<file path="src/rtl/alu_ctrl_seq.sv">
// alu_ctrl_seq: registered ALU control for the ID/EX boundary.
// Decodes {funct7, funct3} and ALUOp into the 3-bit ALU control code, supports
// branch (always SUB) and pass-add (always ADD) modes, runs a MUL for MUL_LAT
// cycles while stalling upstream through busy_o, and flags undecodable
// encodings with a one-cycle illegal_o pulse.

module alu_ctrl_seq #(
    parameter int MUL_LAT = 4,   // cycles a MUL occupies EX, 1..2^CNT_W-1
    parameter int FUNCT_W = 10,  // {funct7, funct3}
    parameter int CNT_W   = 4    // MUL cycle counter width
) (
    input  logic               clk_i,
    input  logic               rst_i,      // synchronous, active-low
    input  logic               valid_i,
    input  logic [FUNCT_W-1:0] funct_i,
    input  logic [1:0]         ALUOp_i,
    input  logic               flush_i,
    output logic [2:0]         ALUCtrl_o,
    output logic               valid_o,
    output logic               busy_o,
    output logic               illegal_o
);

    // ------------------------------------------------------------------
    // Elaboration-time parameter checks
    // ------------------------------------------------------------------
    // The counter must be able to reach MUL_LAT-1 without wrapping.
    if (MUL_LAT < 1 || MUL_LAT > (1 << CNT_W) - 1) begin : g_bad_mul_lat
        $error("alu_ctrl_seq: MUL_LAT must be in 1..2^CNT_W-1");
    end

    // The decode table is written against exactly {funct7[6:0], funct3[2:0]}.
    if (FUNCT_W != 10) begin : g_bad_funct_w
        $error("alu_ctrl_seq: FUNCT_W must be 10");
    end

    // ------------------------------------------------------------------
    // ALU control codes
    // ------------------------------------------------------------------
    localparam logic [2:0] ALU_AND  = 3'b000;
    localparam logic [2:0] ALU_XOR  = 3'b001;
    localparam logic [2:0] ALU_SLL  = 3'b010;
    localparam logic [2:0] ALU_ADD  = 3'b011;
    localparam logic [2:0] ALU_SUB  = 3'b100;
    localparam logic [2:0] ALU_MUL  = 3'b101;
    localparam logic [2:0] ALU_SRAI = 3'b110;

    // ALUOp modes
    localparam logic [1:0] OP_RTYPE  = 2'b00;
    localparam logic [1:0] OP_IMM    = 2'b01;
    localparam logic [1:0] OP_BRANCH = 2'b10;
    localparam logic [1:0] OP_PASS   = 2'b11;

    // A single-cycle MUL behaves exactly like any other op and never
    // enters MUL_WAIT.
    localparam bit               MUL_MULTI = (MUL_LAT > 1);
    localparam logic [CNT_W-1:0] CNT_LAST  = CNT_W'(MUL_LAT - 1);

    typedef enum logic {
        IDLE     = 1'b0,
        MUL_WAIT = 1'b1
    } state_t;

    // ------------------------------------------------------------------
    // Internal signals
    // ------------------------------------------------------------------
    state_t             state_q;
    state_t             state_d;
    logic [CNT_W-1:0]   cnt_q;
    logic [CNT_W-1:0]   cnt_d;

    logic [2:0]         ctrl_d;
    logic               valid_d;
    logic               illegal_d;

    logic [2:0]         dec_code;
    logic               dec_legal;
    logic               dec_mul;
    logic [2:0]         funct3;

    logic               accept;
    logic               mul_last;

    assign funct3 = funct_i[2:0];

    // The stall request is simply "a multi-cycle MUL is occupying EX".
    assign busy_o = (state_q == MUL_WAIT);

    // An instruction is taken only when EX is free and no flush is pending.
    assign accept = valid_i && !busy_o && !flush_i;

    // Last counting cycle of a multi-cycle MUL; the result is final next cycle.
    assign mul_last = (state_q == MUL_WAIT) && (cnt_q == CNT_LAST);

    // ------------------------------------------------------------------
    // Instruction decode: funct/ALUOp -> ALU control code + legality
    // ------------------------------------------------------------------
    // NOTE: every signal gets a default before the case so no path leaves it
    // unassigned; otherwise synthesis infers a latch.
    always_comb begin
        dec_code  = ALU_ADD;
        dec_legal = 1'b0;
        case (ALUOp_i)
            OP_RTYPE: begin
                // Full 10-bit match; anything not listed is undecodable.
                case (funct_i)
                    10'b0000000_111: begin dec_code = ALU_AND; dec_legal = 1'b1; end
                    10'b0000000_100: begin dec_code = ALU_XOR; dec_legal = 1'b1; end
                    10'b0000000_001: begin dec_code = ALU_SLL; dec_legal = 1'b1; end
                    10'b0000000_000: begin dec_code = ALU_ADD; dec_legal = 1'b1; end
                    10'b0100000_000: begin dec_code = ALU_SUB; dec_legal = 1'b1; end
                    10'b0000001_000: begin dec_code = ALU_MUL; dec_legal = 1'b1; end
                    default:         begin dec_code = ALU_ADD; dec_legal = 1'b0; end
                endcase
            end
            OP_IMM: begin
                // Immediate / load / store: only funct3 is meaningful.
                case (funct3)
                    3'b000,
                    3'b010:  begin dec_code = ALU_ADD;  dec_legal = 1'b1; end
                    3'b101:  begin dec_code = ALU_SRAI; dec_legal = 1'b1; end
                    default: begin dec_code = ALU_ADD;  dec_legal = 1'b0; end
                endcase
            end
            OP_BRANCH: begin
                dec_code  = ALU_SUB;
                dec_legal = 1'b1;
            end
            OP_PASS: begin
                dec_code  = ALU_ADD;
                dec_legal = 1'b1;
            end
            default: begin
                dec_code  = ALU_ADD;
                dec_legal = 1'b0;
            end
        endcase
    end

    assign dec_mul = dec_legal && (dec_code == ALU_MUL);

    // ------------------------------------------------------------------
    // State register: FSM, MUL counter and registered outputs
    // ------------------------------------------------------------------
    // NOTE: clocked state uses non-blocking <= so every register samples the
    // pre-edge values; blocking = here would create order-dependent races.
    always_ff @(posedge clk_i) begin
        if (!rst_i) begin
            state_q   <= IDLE;
            cnt_q     <= '0;
            ALUCtrl_o <= ALU_AND;
            valid_o   <= 1'b0;
            illegal_o <= 1'b0;
        end else begin
            state_q   <= state_d;
            cnt_q     <= cnt_d;
            ALUCtrl_o <= ctrl_d;
            valid_o   <= valid_d;
            illegal_o <= illegal_d;
        end
    end

    // Next-state logic: enter MUL_WAIT on a multi-cycle MUL, count, return.
    always_comb begin
        state_d = state_q;
        cnt_d   = cnt_q;
        if (flush_i) begin
            state_d = IDLE;
            cnt_d   = '0;
        end else begin
            case (state_q)
                IDLE: begin
                    if (accept && dec_mul && MUL_MULTI) begin
                        state_d = MUL_WAIT;
                        cnt_d   = CNT_W'(1);
                    end
                end
                MUL_WAIT: begin
                    if (mul_last) begin
                        state_d = IDLE;
                        cnt_d   = '0;
                    end else begin
                        cnt_d = cnt_q + CNT_W'(1);
                    end
                end
                default: begin
                    state_d = IDLE;
                    cnt_d   = '0;
                end
            endcase
        end
    end

    // Output logic: next values of ALUCtrl_o / valid_o / illegal_o.
    always_comb begin
        ctrl_d    = ALUCtrl_o;     // the control code holds unless replaced
        valid_d   = 1'b0;
        illegal_d = 1'b0;
        if (!flush_i) begin
            case (state_q)
                IDLE: begin
                    if (accept) begin
                        if (!dec_legal) begin
                            // Report the bad encoding but keep the old code.
                            valid_d   = 1'b1;
                            illegal_d = 1'b1;
                        end else if (dec_mul && MUL_MULTI) begin
                            // Code is driven now; the result is not final yet.
                            ctrl_d  = ALU_MUL;
                            valid_d = 1'b0;
                        end else begin
                            ctrl_d  = dec_code;
                            valid_d = 1'b1;
                        end
                    end
                end
                MUL_WAIT: begin
                    valid_d = mul_last;
                end
                default: begin
                    valid_d = 1'b0;
                end
            endcase
        end
    end

endmodule

</file>
<file path="config.mk">
export PLATFORM = sky130hd
export DESIGN_NAME = alu_ctrl_seq
export DESIGN_NICKNAME = d
export VERILOG_FILES = /design/src/rtl/alu_ctrl_seq.sv
export SDC_FILE = /design/constraint.sdc
export NUM_CORES = 1
export LEC_CHECK = 0
export CELL_PAD_IN_SITES_DETAIL_PLACEMENT = 1
export CELL_PAD_IN_SITES_GLOBAL_PLACEMENT = 2
export CORE_UTILIZATION = 24
export CTS_CLUSTER_DIAMETER = 120
export DETAILED_ROUTE_END_ITERATION = 16
export GPL_TIMING_DRIVEN = 1
export PLACE_DENSITY_LB_ADDON = 0.05
export RECOVER_POWER = 50
export REMOVE_ABC_BUFFERS = 1
export SYNTH_ARGS = -nofsm -noshare
export SYNTH_HDL_FRONTEND = slang
export SYNTH_SLANG_ARGS = --single-unit
</file>
<file path="constraint.sdc">
create_clock -name clk_i -period 2 [get_ports clk_i]
set_clock_uncertainty 0.1 [all_clocks]
set_input_delay 0.4 -clock clk_i [delete_from_list [all_inputs] [get_ports clk_i]]
set_output_delay 0.4 -clock clk_i [all_outputs]
set_load 0.005 [all_outputs]
</file>
==> flow_summary.toml <==
[cells_and_area]
diodes = 0
drive_gt1_share_pct = 25.0
nets = 134
final_util_pct = 41.4
design_area_um2 = 1050
multiInputGateArea_um2 = 445
regArea_um2 = 200
synthToLayoutAreaGrowth_pct = 59.5
fillers = 309

[die]
initial_core_util_pct = 26.0
die_y_um = 54.5
die-area_um2 = 2970
rows = 18
core_region_area_um2 = 2540
die-width_um = 54.5
pin_count = 22

[timing]
timing.final.crit_period_ns = 1.93
hold_viol_final = 0
period_share_pct = 96.6
worst_slew_margin_rel_pct = 76.5
tightest_slew_ns = 0.347
drv_slew = 0
setup_viol = 0
fmax_ghz = 0.518

[run_status]
status = "completed"

[critical_path]
crit_chain = "clkdlybuf4s50_1 > or4_4 > nor2_4 > nand4_1 > nand3_1 > a21oi_1"
worst-path-buf-inv = 1
start_kind = "input pin"
cp.arrival_ns = 1.98
slowest_delay_ns = 0.54
worstPathRequired_ns = 2.05
critical_path.top_delay_family = "simple AND/OR/NAND/NOR gates"
worst-path-max-fanout = 5
slowest_stage = "or4_4"
crit_path_end_kind = "register"
critical_path_class = "input pin to register"

[grt]
grt-ovfl-total = 0
grt_start_max_net_pins = 9
track_usage_pct = 15.0
grt_pass1_wl_mm = 3.08
grt_antenna_before_repair = 0
grt_pass1_vias = 704

[logic_synthesis]
seq_area_frac_synth_pct = 30.3
synth.area.top_cells = "dfxtp_1 (30%), nand2_1 (6.3%), a21oi_1 (6.1%), mux2i_1 (6.1%), nor2_1 (4.0%)"
synth_common_cells = "nand2_1 (11), dfxtp_1 (10), a21oi_1 (8), nor2_1 (7)"
synth_ff_type = "dfxtp_1"
yosysTopAreaCell = "dfxtp_1"
synth_cell_type_count = 35
async_flop_share_pct = 0
synth_edf_count = 0
syn_avg_cell_area_um2 = 8.36
synth.most_common_cell = "nand2_1"
ys_warn_count = 0
synth_top_area_share_pct = 30.3
syn-instance-count = 79
synth_seq_cells = 10
synth_area_um2 = 661

[drt]
wl_met3_um = 95
met2RoutedLength_um = 825
drtIter0Drc = 9
viasPerCell = 4.93
routed_wl_mm = 1.84
ant_nets = 0
drc = 0
wl_per_cell_um = 12.6
met1_length_um = 864
highest_layer = "met4"
drtPass1Iterations = 4
num_vias = 720

[placement]
placed_area_um2 = 1010
port_buffers = 21
gp_congestion = 0.780

[clocking]
htree_levels = 1
postCtsResizedCells = 0
cts_made_buffers = 3
cts_setup_buffers = 0
insertion_delay_ns = 0.27
cts.sinks = 10
root_buffer = "clkbuf_4"
ctsHoldBuffers = 0
clockBufferDepth = 2
clkSlewWorstSetupHoldPaths_ns = 0.07
tritoncts = "done"

[power_and_ir_drop]
leakagePower_nw = 0.421
p_per_area_nw_per_um2 = 486
irDropWorstVdd_uv = 482

[job]
drv_cap = 0

[min_path]
hold_class = "register to register"
## worst paths after layout
check / start / to / slack (ns) / depth (start not counted)
min: ALUCtrl_o[1] / ALUCtrl_o[1] / 0.36 / 2
min reg2reg: ALUCtrl_o[1] / ALUCtrl_o[1] / 0.36 / 2
max: funct_i[5] / cnt_q[2] / 0.07 / 6
max reg2reg: busy_o / cnt_q[2] / 0.59 / 4
## worst min-delay path, delay by kind of cell (launching register included)
kind             cells  cell delay (ns)
multiplexers         1             0.06
flip-flops           1             0.31
AND/OR/NAND/NOR      1             0.05
## power by group
part	switching (mW)	total [mW]	internal, mW
clock	0.0722	0.183	0.111
combinational	0.0514	0.125	0.0736
sequential	0.00137	0.205	0.203
## layout by cell type (no fill, tap or decap), types with 2 or more instances in the layout
cell / Yosys / final
dlygate4sd3_1: 0 / 5
nand2_1: 11 / 11
buf_4: 0 / 16
nand4_1: 2 / 2
a21oi_1: 8 / 8
nor4b_1: 2 / 2
clkbuf_4: 0 / 3
mux2i_1: 4 / 4
dfxtp_1: 10 / 10
clkdlybuf4s50_1: 0 / 16
nor3_1: 2 / 2
nand3_1: 4 / 4
nor2_1: 7 / 7
xor2_1: 2 / 2
## per-stage QoR
| step | setup TNS [ns] | std cells | worst slack [ns] | hold slack [ns] | power [mW] |
|---|---|---|---|---|---|
| 3_3_place_gp | -1.37 | 142 | -0.197 | 0.348 | 0.333 |
| 3_5_place_dp | -1.56 | 142 | -0.209 | 0.355 | 0.335 |
| 6_report | 0 | 146 | 0.0684 | 0.359 | 0.512 |
| 2_1_floorplan | 0 | 75 | 0.333 | 0.354 | 0.252 |
| 4_1_cts | 0 | 146 | 0.0740 | 0.370 | 0.520 |
| 5_1_grt | -0.0379 | 146 | -0.0379 | 0.391 | 0.544 |
## logic make-up after synthesis
family          count (synthesis)  share of synthesized area [%]
buf+inv                         5                           3.03
mux                             5                           7.77
simple gates                   37                           32.0
compound gates                 17                           19.3
fa+ha+maj                       2                           3.60
flops                          10                           30.3
xor+xnor                        3                           3.98
## state kept, by name, indices dropped and copies added (netlist names)
name	cells
ALUCtrl_o	3
busy_o	1
cnt_q	4
illegal_o	1
valid_o	1
## area by class of cell
cell class / count / area share, %
multi-input cells: 64 / 42.3
repair buffers: 37 / 31.4
flip-flops and latches: 10 / 19.0
well taps: 30 / 3.56
clock buffers: 4 / 3.44
inverters: 1 / 0.356
## routing by layer
layer	up-vias	GRT usage (%)
li1	362	-
met1	330	17.9
met2	19	23.8
met3	9	5.56
met4	0	6.84
met5	-	0
Note: power is estimated with default switching activity, not from simulation.
